`src/rtl/seg7_scan_driver.sv`:
```
// seg7_scan_driver
//   Time-multiplexed 4-digit common-anode 7-segment driver. Scans sec1, sec10,
//   min1 and min10 in turn, one digit per REFRESH_DIV-cycle slot, and blanks
//   the selected digit pair at a BLINK_DIV-cycle rate while adj is high.
//   Optional macro DP_COLON_EN: lights the decimal point on the min1 digit
//   (an=4'b1011) as a minutes/seconds separator; otherwise dp stays off.
module seg7_scan_driver #(
    parameter int REFRESH_DIV = 100000,
    parameter int BLINK_DIV   = 25000000
) (
    input  logic       clk,
    input  logic       rst,
    input  logic [3:0] min10,
    input  logic [3:0] min1,
    input  logic [3:0] sec10,
    input  logic [3:0] sec1,
    input  logic       adj,
    input  logic       sel,
    output logic [3:0] an,
    output logic [6:0] seg,
    output logic       dp
);

    localparam int RW = (REFRESH_DIV > 1) ? $clog2(REFRESH_DIV) : 1;
    localparam int BW = (BLINK_DIV > 1) ? $clog2(BLINK_DIV) : 1;
    localparam logic [RW-1:0] R_LAST = RW'(REFRESH_DIV - 1);
    localparam logic [BW-1:0] B_LAST = BW'(BLINK_DIV - 1);
    localparam logic [6:0] SEG_OFF = 7'b1111111;

    typedef enum logic {VISIBLE = 1'b0, BLANK = 1'b1} phase_t;

    logic [RW-1:0] rcnt;
    logic [BW-1:0] bcnt;
    logic [1:0]    idx;
    phase_t        phase;
    logic [3:0]    digit;
    logic          in_sel_pair;
    logic [6:0]    seg_next;
    logic          slot_load;

    // BCD to active-low {g,f,e,d,c,b,a}; non-decimal codes show nothing
    function automatic logic [6:0] bcd_to_seg(input logic [3:0] v);
        case (v)
            4'd0:    bcd_to_seg = 7'b1000000;
            4'd1:    bcd_to_seg = 7'b1111001;
            4'd2:    bcd_to_seg = 7'b0100100;
            4'd3:    bcd_to_seg = 7'b0110000;
            4'd4:    bcd_to_seg = 7'b0011001;
            4'd5:    bcd_to_seg = 7'b0010010;
            4'd6:    bcd_to_seg = 7'b0000010;
            4'd7:    bcd_to_seg = 7'b1111000;
            4'd8:    bcd_to_seg = 7'b0000000;
            4'd9:    bcd_to_seg = 7'b0010000;
            default: bcd_to_seg = SEG_OFF;
        endcase
    endfunction

    assign slot_load = (rcnt == R_LAST);

    // Select the digit for the current index and apply blink blanking to the chosen pair
    always_comb begin
        digit = sec1;
        case (idx)
            2'd0: digit = sec1;
            2'd1: digit = sec10;
            2'd2: digit = min1;
            2'd3: digit = min10;
            default: digit = sec1;
        endcase
        // sel=1 targets indices 0/1 (seconds), sel=0 targets indices 2/3 (minutes)
        in_sel_pair = (idx[1] != sel);
        seg_next    = ((phase == BLANK) && in_sel_pair) ? SEG_OFF : bcd_to_seg(digit);
    end

    // Slot timer: load anode/segment registers at the end of each slot, then advance the digit
    always_ff @(posedge clk or posedge rst) begin
        if (rst) begin
            rcnt <= '0;
            idx  <= 2'd0;
            an   <= 4'b1111;
            seg  <= SEG_OFF;
        end else if (slot_load) begin
            rcnt <= '0;
            an   <= ~(4'b0001 << idx);
            seg  <= seg_next;
            idx  <= idx + 2'd1;
        end else begin
            rcnt <= rcnt + RW'(1);
        end
    end

    // Blink timer: runs only in adjust mode, toggling the phase on every wrap
    always_ff @(posedge clk or posedge rst) begin
        if (rst) begin
            bcnt  <= '0;
            phase <= VISIBLE;
        end else if (!adj) begin
            bcnt  <= '0;
            phase <= VISIBLE;
        end else if (bcnt == B_LAST) begin
            bcnt  <= '0;
            phase <= (phase == VISIBLE) ? BLANK : VISIBLE;
        end else begin
            bcnt <= bcnt + BW'(1);
        end
    end

`ifdef DP_COLON_EN
    // Colon: decimal point lit only for the min1 slot, independent of blinking
    always_ff @(posedge clk or posedge rst) begin
        if (rst) begin
            dp <= 1'b1;
        end else if (slot_load) begin
            dp <= (idx != 2'd2);
        end
    end
`else
    assign dp = 1'b1;
`endif

endmodule
```
`config.mk`:
```
export PLATFORM = sky130hd
export DESIGN_NAME = seg7_scan_driver
export DESIGN_NICKNAME = d
export VERILOG_FILES = /design/src/rtl/seg7_scan_driver.sv
export SDC_FILE = /design/constraint.sdc
export NUM_CORES = 1
export LEC_CHECK = 0
export ABC_AREA = 0
export BUFFER_PORTS_ARGS = -buffer_cell sky130_fd_sc_hd__buf_2
export CORE_UTILIZATION = 60
export DETAILED_ROUTE_END_ITERATION = 8
export PLACE_DENSITY_LB_ADDON = 0.12
export SLEW_MARGIN = 20
export SYNTH_ARGS = -nofsm -noshare
export SYNTH_HDL_FRONTEND = slang
export SYNTH_SLANG_ARGS = --single-unit
export TNS_END_PERCENT = 5
```
`constraint.sdc`:
```
create_clock -name clk -period 6.03 [get_ports clk]
set_input_delay 0.603 -clock clk [delete_from_list [all_inputs] [get_ports clk]]
set_output_delay 0.603 -clock clk [all_outputs]
set_load 0.01 [all_outputs]
```
## Word level (Yosys, flattened, before mapping)

Memory sizes are Yosys's and may differ from the RTL's.
Cells that the tools add are included.

- Equality and inequality tests: 7
- $lt $le $gt $ge: 0
- Divide/modulo/power cells: 0
- Reduce and logical (&&, ||, !) cells: 2
- Bitwise operators: 1
- $mul: 0
- Shift-type cells: 1
- Multiplexer cells: 8
- Add/subtract/negate cells: 3

Operators by type and width:

| kind | count |
|---|---|
| $mux 25 | 2 |
| $add 25x1->25 const B | 1 |
| $eq 25x25->1 const B | 1 |
| $add 17x1->17 const B | 1 |
| $eq 17x17->1 const B | 1 |
| $mux 17 | 1 |
| $pmux 4 s4 | 1 |
| $mux 7 | 1 |
| $eq 2x2->1 const B | 2 |
| $not 4->4 | 1 |
| $shl 1x2->4 const A | 1 |
| $mux 1 | 3 |
| $add 2x1->2 const B | 1 |
| $eq 2x1->1 const B | 1 |
| $logic_not 2->1 | 1 |
| $ne 2x1->1 const B | 1 |
| $logic_and 1x1->1 | 1 |
| $ne 1x1->1 | 1 |

- ROM bits: 112
- Memories kept: 1
- Memory bits (writable): 0
- Logic and storage cells: 29
- Flip-flop bits (word level): 56
- Output and inout bits: 12
- Bits in latches: 0

Memory list:

| memory | depth | bits a word | read ports | clocked after memory_dff | wr ports | line | text |
|---|---|---|---|---|---|---|---|
| (no name shown) | 16 | 7 | 1 | 0 | 0 | 43 | `case (v)` |

## Depth between registers and ports, before layout

Gate-level depths: netlist of the first run.
An unclocked memory read counts as a cell.

- Depth in word-level cells: 4
- Gate-level depth with buffers: 8

## Worst setup path before layout of the first run

OpenSTA, ideal clock, no wires.

- Path type: register -> register
- Start: register idx[0]
- End: register seg[3]
- Buffers on the path: 0
- Cell stages (with the launch flop): 8
- Library setup time: 0.083 ns
- Required time: 5.947 ns
- Arrival time: 2.225 ns
- Path slack: 3.721 ns
- Cells stage by stage: dfrtp_1 inv_1 ha_1 a222oi_1 mux2i_1 or2_1 a221o_1 o32a_1

- Cells in the longest elaborated chain, start to end: 4
- Elaborated cells on any way between the ends: 7

Ends and longest elaborated chain:

| what | line | text |
|---|---|---|
| start: declaration | 34 | `logic [1:0] idx;` |
| start signal: assignment | 86 | `idx <= idx + 2'd1;` |
| $eq 2x2->1, or another cell as far along | 63 | `case (idx)` |
| $pmux 4 s4 * | 63 |  |
| $mem_v2 16x7 * | n/a |  |
| $mux 7 * | 72 | `seg_next = ((phase == BLANK) && in_sel_pair) ? SEG_OFF : bcd_to_seg(digit);` |
| end signal: assignment | 85 | `seg <= seg_next;` |
| end: declaration | 20 | `output logic [6:0] seg,` |

Every way passes the cells marked *; elsewhere a longest branch is shown, timed or not.
A chain may end at the register's enable or synchronous reset.

## Worst setup path in the final report of the first run

Ends and elaborated chain as after synthesis.

==> results of run 1 <==
registers in the layout (all words and copies together), names as in the netlist:
name   cells
phase      1
seg        7
rcnt      17
an         4
idx        2
bcnt      25
metrics by stage:
stage	cells	cell area, um2	utilization [%]	total power, mW
after floorplan	287	2850	-	0.404
after global placement	364	3050	68.6	0.415
after detailed placement	364	3050	68.6	0.416
after CTS	372	3150	70.9	0.640
after global routing	372	3150	70.9	0.655
final	372	3150	70.9	0.633
cells in the final DEF (no fill, tap or decap), drive strengths merged, types with 2 or more instances in the layout:
cell / instances
dfrtp: 45
nor2: 41
buf: 32
nand2: 23
nand3: 18
xnor2: 18
xor2: 18
and3: 13
dfstp: 11
nor3: 10
ha: 10
inv: 10
o21ai: 9
nand4: 6
a21oi: 6
clkbuf: 6
mux2i: 5
a222oi: 4
or3: 4
and2: 4
o22a: 3
nor4: 3
and4: 2
or2: 2
mux2: 2
o32a: 2
kinds of logic after synthesis:
group	Yosys count	synth area share (%)
other	1	0.132
adder cells (fa/ha/maj)	10	4.39
buffers and inverters	17	2.37
AND/OR/NAND/NOR	131	22.7
flip-flops	56	49.7
AO/OA/AOI/OAI	29	7.16
XOR/XNOR	36	11.1
multiplexers	7	2.55
area by class of cell:
class                      count  area [um2]
clock buffer                   6        82.6
multi-input combinational    214        1370
sequential                    56        1420
inverter                      10        37.5
timing repair buffer          32         165
fill                         355        1290
tap                           52        65.1
clock inverter                 2        18.8
metal layers:
metal  track usage (%)  part of all wire, %  wire length (um)
met5                 0                    0                 0
met1              29.4                   47              2410
met4              6.44                  1.1                55
met2              39.2                   48              2460
met3              4.56                  3.4               173
report_power, final:
| part | switching, mW | leakage, nW | internal, mW |
|---|---|---|---|
| registers | 0.00206 | 0.725 | 0.377 |
| clock network | 0.128 | 0.0493 | 0.0963 |
| logic | 0.0187 | 0.699 | 0.0102 |
worst max-delay path by stage:
stage / depth (start not counted) / end / startpoint
2_1_floorplan: 7 / seg[3] / idx[0]
3_3_place_gp: 6 / seg[0] / min10[2]
3_5_place_dp: 7 / seg[3] / idx[0]
4_1_cts: 7 / seg[3] / idx[1]
5_1_grt: 7 / seg[0] / idx[1]
6_report: 7 / seg[3] / idx[0]
critical path, delay by kind of cell (launching register included):
kind | cells | cell delay [ps]
AO/OA/AOI/OAI | 3 | 1180
multiplexers | 1 | 250
buffers and inverters | 1 | 110
AND/OR/NAND/NOR | 1 | 310
adder cells (fa/ha/maj) | 1 | 260
flip-flops | 1 | 390
==> summary.txt, run 1 <==
Run status
  – Status: finished clean

Route
  – Antenna Violating Nets Remaining: 0
  – Detailed-route DRC error count: 0
  – Initial DRC count: 104
  – Vias: 2120
  – Final wirelength: 5100 um
  – First drt pass iteration count: 6
  – WL/cell: 13.7 um
  – Via/cell ratio: 5.70

Timing
  – F_max: 389 MHz
  – Fin crit period: 2570 ps
  – # setup viols final: 0
  – Post-route setup slack: 3460 ps
  – Worst Tran Pin Value: 756 ps
  – Hold violation total from the final report: 0
  – Worst Hold Margin: 456 ps
  – Final Cycle Share: 42.6%
  – Max-slew violations: 0
  – Final TNS setup: 0 ps
  – Clock Skew: 8.43 ps
  – Worst rel slew slack: 49.5%
  – RSZ-0062 raised after global routing: no

Logic synthesis
  – Syn Std Cell Area: 2850 um2
  – Count leader, synth: dfrtp_1
  – Ys async rst share: 100%
  – Synth area leaders: dfrtp_1, dfstp_2, xnor2_1, xor2_1, nor2_1
  – Synth top cells by count: dfrtp_1, nor2_1, nand2_1
  – Flops & latches, synth: 56
  – Prevailing post-synth register cell: dfrtp_1
  – Gate Count Post-Synth: 287
  – Sequential fraction of the synthesis area: 49.7%
  – Yosys top cell by area: dfrtp_1
  – Yosys Warn Count: 0
  – Post-synth EDFFs: 0
  – Syn_nets: 317
  – Yosys top cell area share: 39.5%
  – Post-synthesis cell type count: 41
  – Post-Syn Area per Cell: 9.93 um2

Worst setup path
  – Worst r2r dst: seg[3]
  – Slowest stage delay, CP: 430 ps
  – R2R Setup Slk: 3460 ps
  – Data required, critical path: 6270 ps
  – Crit start category: register
  – Critical Path Slowest Stage Cell: a221o_1
  – Worst Setup Path Type: register to register
  – R2R depth: 7
  – Crit Path Max Fanout: 7
  – Worst setup EP type: register
  – Arr. time, crit path: 2810 ps
  – Crit-path cells: inv_1 > ha_1 > a222oi_1 > mux2i_1 > or2_1 > a221o_1 > o32a_1
  – Worst reg2reg path startpoint: idx[0]

Power
  – Maximum vdd drop: 0.000152 V
  – Static leakage: 1.47 nW
  – PD cells: 201 nW/um2

Finish
  – P&R area growth vs syn: 10.6%
  – Layout cells sized above 1: 17.5%
  – ANT cells: 0
  – Layout net count: 349

GRT
  – Vias in the first global route: 2050
  – Initial antenna violation count: 0
  – Total global routing overflow: 0
  – First-pass GRT wire length: 9050 um
  – Largest net degree at the start of global routing: 57
  – Total GRT Usage: 22.7%

Clocking
  – Post-cts gate resize count: 0
  – Worst-Skew Late Latency: 310 ps
  – Clk sinks: 56
  – Clock transition at path regs: 110 ps
  – CTS root buf: clkbuf_8
  – CTS tree: built
  – Hold buffers post-CTS: 0
  – H-tree levels: 2
  – Total CTS buffers: 5
  – Max Root-Sink Buffers: 2
  – Post-CTS Setup Inserts: 0

Worst hold path
  – Worst Hold Class: input port to async pin

Job
  – Max_cap viols: 0

Placement
  – Port bufs: 30
  – Dpl ws: 3480 ps
  – Gp weighted congestion: 0.754
  – HPWL Detailed: 3710 um

Floorplan
  – Die W: 70.9 um
  – Core ar.: 4440 um2
  – Die Area: 5030 um2
  – I/O Pins: 32
  – Die Ht: 70.9 um
  – Starting Density: 64.1%
  – Row count: 24
No activity file was read; power rests on OpenSTA's default activity.
==> run 2: changes to the inputs <==
--- a/config.mk
+++ b/config.mk
@@ -7,7 +7,7 @@
 export LEC_CHECK = 0
 export ABC_AREA = 0
 export BUFFER_PORTS_ARGS = -buffer_cell sky130_fd_sc_hd__buf_2
-export CORE_UTILIZATION = 60
+export CORE_UTILIZATION = 52
 export DETAILED_ROUTE_END_ITERATION = 8
 export PLACE_DENSITY_LB_ADDON = 0.12
 export SLEW_MARGIN = 20
==> constraint.sdc (replaced) <==
create_clock -name clk -period 2.1 [get_ports clk]
set_input_delay 0.21 -clock clk [delete_from_list [all_inputs] [get_ports clk]]
set_output_delay 0.21 -clock clk [all_outputs]
set_load 0.01 [all_outputs]
==> run 2 against run 1 <==
  * The flow now finishes with violations (setup timing)
  * Combinational power increased to 3.4 times the previous value
  * Power increased to 2.9 times the previous value
  * Sequential share of layout area decreased by 2.6 points
  * Final cell count increased by 10%
==> summary.txt, run 2 (synthesis results as in run 1) <==
Power
  – Flop pwr share: 60.3% (was 60.0%)
  – Logic pwr share: 5.4% (was 4.6%)
  – NetSw: 0.438 mW (was 0.149 mW)
  – Maximum vdd drop: 0.000328 V (was 0.000152 V)
  – PD cells: 541 nW/um2 (was 201 nW/um2)
  – Clock power share: 34.3% (was 35.4%)
  – Net Sw Frac: 24.2% (was 23.5%)
  – Static leakage: 1.57 nW (was 1.47 nW)
  – Internal: 1.37 mW (was 0.484 mW)

Route
  – WL/cell: 13.3 um (was 13.7 um)
  – Initial DRC count: 76 (was 104)
  – First drt pass iteration count: 6 (unchanged)
  – Final wirelength: 5450 um (was 5100 um)
  – Via/cell ratio: 5.26 (was 5.70)
  – Vias: 2162 (was 2120)
  – Antenna Violating Nets Remaining: 0 (unchanged)
  – Detailed-route DRC error count: 0 (unchanged)

Floorplan
  – Row count: 26 (was 24)
  – I/O Pins: 32 (unchanged)
  – Die Ht: 76.0 um (was 70.9 um)
  – Die Area: 5780 um2 (was 5030 um2)
  – Starting Density: 54.7% (was 64.1%)
  – Core ar.: 5200 um2 (was 4440 um2)
  – Die W: 76.0 um (was 70.9 um)

Worst setup path
  – Crit-path cells: ha_2 > a222oi_1 > mux2i_1 > or2_1 > a221o_1 > o32a_1 (was inv_1 > ha_1 > a222oi_1 > mux2i_1 > or2_1 > a221o_1 > o32a_1)
  – CP bufs+invs: 0 (was 1)
  – CP endpoint: seg[0] (was seg[3])
  – Crit path max-delay family: compound AO/OA/AOI/OAI gates (unchanged)
  – Worst r2r dst: seg[0] (was seg[3])
  – Critical Path Stages: 6 (was 7)
  – Worst setup EP type: register (unchanged)
  – Critical Path Slowest Stage Cell: dfrtp_1 (was a221o_1)
  – Worst reg2reg path startpoint: idx[0] (unchanged)
  – Crit start category: register (unchanged)
  – R2R Setup Slk: -110 ps (was 3460 ps)
  – Slowest stage delay, CP: 430 ps (about the same)
  – R2R depth: 6 (was 7)
  – Data required, critical path: 2360 ps (was 6270 ps)
  – Worst Setup Path Type: register to register (unchanged)
  – Arr. time, crit path: 2470 ps (was 2810 ps)
  – Crit Path Max Fanout: 5 (was 7)
  – Beginning of the critical path: idx[0] (unchanged)

Finish
  – Largest regs: bcnt: 25 flops, rcnt: 17 flops, seg: 7 flops (unchanged)
  – Layout cells sized above 1: 23.8% (was 17.5%)
  – Max FFs per register: 25 (unchanged)
  – ANT cells: 0 (unchanged)
  – Most frequent cells in the layout: dfrtp_1, nor2_1, buf_2 (unchanged)
  – Fin area: 3340 um2 (was 3150 um2)
  – Layout net count: 370 (was 349)
  – Final std cells w/o fill: 411 (was 372)
  – Most common cell after layout, fill and taps aside: dfrtp_1 (unchanged)
  – Biggest register: bcnt (unchanged)
  – Post-layout util: 64.2% (was 70.9%)
  – # fillers: 447 (was 355)
  – P&R area growth vs syn: 17.3% (was 10.6%)

Job
  – Max_cap viols: 0 (unchanged)

Timing
  – Worst rel slew slack: 63.1% (was 49.5%)
  – Max-slew violations: 0 (unchanged)
  – Worst Tran Pin Value: 553 ps (was 756 ps)
  – Final Cycle Share: 105% (was 42.6%)
  – Hold violation total from the final report: 0 (unchanged)
  – # setup viols final: 5 (was 0)
  – F_max: 452 MHz (was 389 MHz)
  – Post-route setup slack: -110 ps (was 3460 ps)
  – Clock Skew: 14.6 ps (was 8.43 ps)
  – Worst Hold Margin: 122 ps (was 456 ps)
  – RSZ-0062 raised after global routing: yes (was no)
  – Fin crit period: 2210 ps (was 2570 ps)

GRT
  – Initial antenna violation count: 0 (unchanged)
  – First-pass GRT wire length: 9680 um (was 9050 um)
  – Largest net degree at the start of global routing: 28 (was 57)
  – Total global routing overflow: 0 (unchanged)
  – Vias in the first global route: 2097 (was 2050)
  – Total GRT Usage: 20.7% (was 22.7%)

Clocking
  – Worst-Skew Late Latency: 320 ps (was 310 ps)
  – CTS root buf: clkbuf_8 (unchanged)
  – H-tree levels: 2 (unchanged)
  – Total CTS buffers: 5 (unchanged)
  – Clock transition at path regs: 110 ps (about the same)
  – Max Root-Sink Buffers: 2 (unchanged)
  – CTS tree: built (unchanged)
  – Clk sinks: 56 (unchanged)

Placement
  – Placed Instance Area: 3220 um2 (was 3050 um2)
  – Port bufs: 30 (unchanged)
  – Placed cells: 401 (was 364)
  – Dpl ws: -101 ps (was 3480 ps)
  – Gp weighted congestion: 0.820 (was 0.754)
  – HPWL Detailed: 4100 um (was 3710 um)

Run status
  – Status: finished with violations (was finished clean)
  – Failing checks: setup timing

Worst hold path
  – Worst Hold Class: input port to register (was input port to async pin)
run 2: changes by cell type in the layout (fill, tap and decap cells not counted), sizes merged:
cell	previous run	this run
dlygate4sd3	0	1
clkinv	1	2
buf	32	52
clkbuf	6	5
run 2: per-stage QoR:
stage / TNS [ps] / power (mW)
floorplan: -170 / 1.16
global placement: -54.0 / 1.21
detailed placement: -366 / 1.21
CTS: -478 / 1.83
global route: -1100 / 1.88
finish: -428 / 1.81
run 2: layer usage:
metal / share of wire [%] / GRT usage, % / up-vias
met5: 0 / 0 / -
met4: 1.2 / 6.35 / 0
met3: 3.0 / 3.59 / 7
met2: 46 / 33.8 / 34
met1: 50 / 28.4 / 1019
li1: - / - / 1102
run 2: power by group through the flow:
stage	clock, mW	sequential [mW]	combinational [mW]
floorplan	0	1.11	0.0521
global placement	0	1.11	0.0962
detailed placement	0	1.11	0.0968
CTS	0.640	1.09	0.0987
global route	0.673	1.09	0.112
finish	0.621	1.09	0.0974
run 2: worst min path at each step:
stage	startpoint	to	slack (ps)	cells after the start
after CTS	adj	phase	120	2
after floorplan	adj	phase	340	1
after detailed placement	rst	bcnt[18]	300	2
final	adj	phase	120	2
after global placement	rst	bcnt[18]	290	2
after global routing	adj	phase	130	2
run 2: what timing repair did:
item / 4_1_cts / 5_1_grt
setup endpoints to repair: 5 / 7
endpoints found under the hold margin: 25 / 0
hold buffers: 1 / 0
buffers inserted: 0 / 1
resized for setup: 0 / 1
pin swaps: 0 / 1
run 2: worst register-to-register path, stage by stage (launching register included):
cell      delay, ps
dfrtp_1         430
ha_2            230
a222oi_1        360
mux2i_1         150
or2_1           270
a221o_1         360
o32a_1          360
run 2: final cells by class:
cell class,count,area (um2),share of cell area (%)
Sequential cell,56,1420,42.4
Clock buffer,5,68.8,2.06
Tap cell,70,87.6,2.62
Inverter,10,37.5,1.12
Timing Repair Buffer,53,325,9.74
Multi-Input combinational cell,214,1380,41.3
Clock inverter,3,27.5,0.824
==> run 3: changes to the inputs <==
--- a/config.mk
+++ b/config.mk
@@ -7,9 +7,10 @@
 export LEC_CHECK = 0
 export ABC_AREA = 0
 export BUFFER_PORTS_ARGS = -buffer_cell sky130_fd_sc_hd__buf_2
-export CORE_UTILIZATION = 52
+export CORE_UTILIZATION = 45
 export DETAILED_ROUTE_END_ITERATION = 8
 export PLACE_DENSITY_LB_ADDON = 0.12
+export SKIP_LAST_GASP = 1
 export SLEW_MARGIN = 20
 export SYNTH_ARGS = -nofsm -noshare
 export SYNTH_HDL_FRONTEND = slang
==> run 3 against run 2 <==
  * The run still ends with setup timing left
  * Combinational power rose by 2.1%
  * Final area hardly changed
  * Worst hold slack improved by 22 ps
  * Via count hardly changed
  * Final cell count increased by 0.73%
  * Power shrank 0.13%
  * Die area up 15%
  * Count of clock-buffer cells in the layout unchanged
  * Sequential share of layout area about the same
  * Register-to-register slack improved by 30 ps
  * Largest cell class unchanged
  * Largest power group unchanged
==> summary.txt, run 3 (synthesis results as in run 1) <==
Power
  – Power Total: 1.80 mW (was 1.81 mW)
  – PD cells: 541 nW/um2 (about the same)
  – Flop pwr share: 60.4% (was 60.3%)
  – NetSw: 0.434 mW (was 0.438 mW)
  – Internal: 1.37 mW (about the same)
  – Clock power share: 34.1% (was 34.3%)
  – Net Sw Frac: 24.1% (was 24.2%)
  – Static leakage: 1.56 nW (was 1.57 nW)
  – Maximum vdd drop: 0.000300 V (was 0.000328 V)
  – Logic pwr share: 5.5% (was 5.4%)

Timing
  – Max-slew violations: 0 (unchanged)
  – Final TNS setup: -191 ps (was -428 ps)
  – RSZ-0062 raised after global routing: yes (unchanged)
  – Fin crit period: 2180 ps (was 2210 ps)
  – Hold violation total from the final report: 0 (unchanged)
  – F_max: 459 MHz (was 452 MHz)
  – # setup viols final: 5 (unchanged)
  – Post-route setup slack: -80.3 ps (was -110 ps)
  – Clock Skew: 19.6 ps (was 14.6 ps)
  – Final Cycle Share: 104% (was 105%)

Floorplan
  – Row count: 28 (was 26)
  – Die Ht: 81.6 um (was 76.0 um)
  – Die Area: 6650 um2 (was 5780 um2)
  – Starting Density: 47.3% (was 54.7%)
  – Core ar.: 6030 um2 (was 5200 um2)
  – Die W: 81.6 um (was 76.0 um)
  – I/O Pins: 32 (unchanged)

Worst hold path
  – WHS Path Cells: 2 (unchanged)
  – Worst Hold Class: input port to register (unchanged)

Finish
  – Largest regs: bcnt: 25 flops, rcnt: 17 flops, seg: 7 flops (unchanged)
  – P&R area growth vs syn: 17.2% (was 17.3%)
  – Most common cell after layout, fill and taps aside: dfrtp_1 (unchanged)
  – Biggest register: bcnt (unchanged)
  – ANT cells: 0 (unchanged)
  – Fin area: 3340 um2 (about the same)
  – Final std cells w/o fill: 414 (was 411)
  – Layout net count: 368 (was 370)
  – Most frequent cells in the layout: dfrtp_1, nor2_1, buf_2 (unchanged)
  – Layout cells sized above 1: 23.0% (was 23.8%)
  – # fillers: 556 (was 447)
  – Max FFs per register: 25 (unchanged)

Worst setup path
  – Crit start category: register (unchanged)
  – Arr. time, crit path: 2420 ps (was 2470 ps)
  – Critical Path Stages: 6 (unchanged)
  – Crit path max-delay family: compound AO/OA/AOI/OAI gates (unchanged)
  – Crit Path Max Fanout: 4 (was 5)
  – Crit-path cells: ha_2 > a222oi_1 > mux2i_1 > or2_1 > a221o_1 > o32a_1 (unchanged)
  – Slowest stage delay, CP: 430 ps (about the same)
  – Worst Setup Path Type: register to register (unchanged)
  – Critical Path Slowest Stage Cell: dfrtp_1 (unchanged)
  – Data required, critical path: 2340 ps (was 2360 ps)
  – Worst setup EP type: register (unchanged)
  – R2R depth: 6 (unchanged)
  – CP bufs+invs: 0 (unchanged)

Clocking
  – H-tree levels: 2 (unchanged)
  – CTS root buf: clkbuf_8 (unchanged)
  – CTS tree: built (unchanged)
  – Clk sinks: 56 (unchanged)
  – Total CTS buffers: 5 (unchanged)
  – Max Root-Sink Buffers: 2 (unchanged)
  – Clock transition at path regs: 110 ps (about the same)
  – Worst-Skew Late Latency: 320 ps (about the same)

GRT
  – First-pass GRT wire length: 9300 um (was 9680 um)
  – Total GRT Usage: 18.1% (was 20.7%)
  – Vias in the first global route: 2134 (was 2097)
  – Largest net degree at the start of global routing: 50 (was 28)
  – Initial antenna violation count: 0 (unchanged)
  – Total global routing overflow: 0 (unchanged)

Route
  – WL/cell: 13.0 um (was 13.3 um)
  – Detailed-route DRC error count: 0 (unchanged)
  – Via/cell ratio: 5.22 (was 5.26)
  – Vias: 2160 (was 2162)
  – Antenna Violating Nets Remaining: 0 (unchanged)
  – First drt pass iteration count: 4 (was 6)
  – Initial DRC count: 119 (was 76)
  – Final wirelength: 5390 um (was 5450 um)

Placement
  – Placed cells: 404 (was 401)
  – Dpl ws: -66.3 ps (was -101 ps)
  – Placed Instance Area: 3230 um2 (was 3220 um2)
  – Port bufs: 30 (unchanged)
  – Gp weighted congestion: 0.818 (was 0.820)
  – HPWL Detailed: 3940 um (was 4100 um)

Job
  – Max_cap viols: 0 (unchanged)

Run status
  – Status: finished with violations (unchanged)
  – Failing checks: setup timing (unchanged)
-- run 3: timing repair --
item,4_1_cts,5_1_grt
resized for setup,0,0
buffers inserted,1,0
setup endpoints to repair,5,7
hold endpoints to repair,7,0
pin swaps,0,1
hold buffers,1,0
-- run 3: worst paths after layout --
path                            startpoint  endpoint  slack, ps
max in group asynchronous              rst     an[1]       1220
worst min-delay path                   adj     phase        140
worst min register to register       an[3]     an[3]        470
worst max-delay path                idx[0]    seg[3]        -80
min in group asynchronous              rst    seg[2]        530
worst max register to register      idx[0]    seg[3]        -80
-- run 3: worst register-to-register path, stage by stage, from the launching register on --
cell	delay (ps)
dfrtp_1	430
ha_2	220
a222oi_1	360
mux2i_1	140
or2_1	250
a221o_1	350
o32a_1	360
-- run 3: cell type report --
cell class | instances | area, um2 | area share [%]
inverters | 10 | 37.5 | 1.12
flip-flops and latches | 56 | 1420 | 42.4
clock inverters | 3 | 26.3 | 0.787
well taps | 75 | 93.8 | 2.81
multi-input cells | 214 | 1370 | 41.2
clock buffers | 5 | 68.8 | 2.06
repair buffers | 51 | 323 | 9.67
-- run 3: per-stage QoR --
| stage | util (%) | hold slack [ps] |
|---|---|---|
| 2_1_floorplan | - | 339 |
| 3_3_place_gp | 53.5 | 341 |
| 3_5_place_dp | 53.5 | 346 |
| 4_1_cts | 55.4 | 136 |
| 5_1_grt | 55.4 | 144 |
| 6_report | 55.4 | 144 |
-- run 3: metal layers --
metal | share of wire, % | up-vias | routed length, um | global-route usage [%]
met5 | 0 | - | 0 | 0
met1 | 48 | 1020 | 2570 | 22.1
met3 | 2.6 | 6 | 139 | 3.11
li1 | - | 1105 | - | -
met2 | 49 | 29 | 2620 | 33.0
met4 | 1.0 | 0 | 56 | 4.56
-- run 3: power groups by stage --
stage	clock (mW)	combinational (mW)	sequential (mW)
global route	0.682	0.114	1.09
floorplan	0	0.0521	1.11
global placement	0	0.0997	1.11
detailed placement	0	0.101	1.11
CTS	0.646	0.102	1.09
finish	0.616	0.0994	1.09
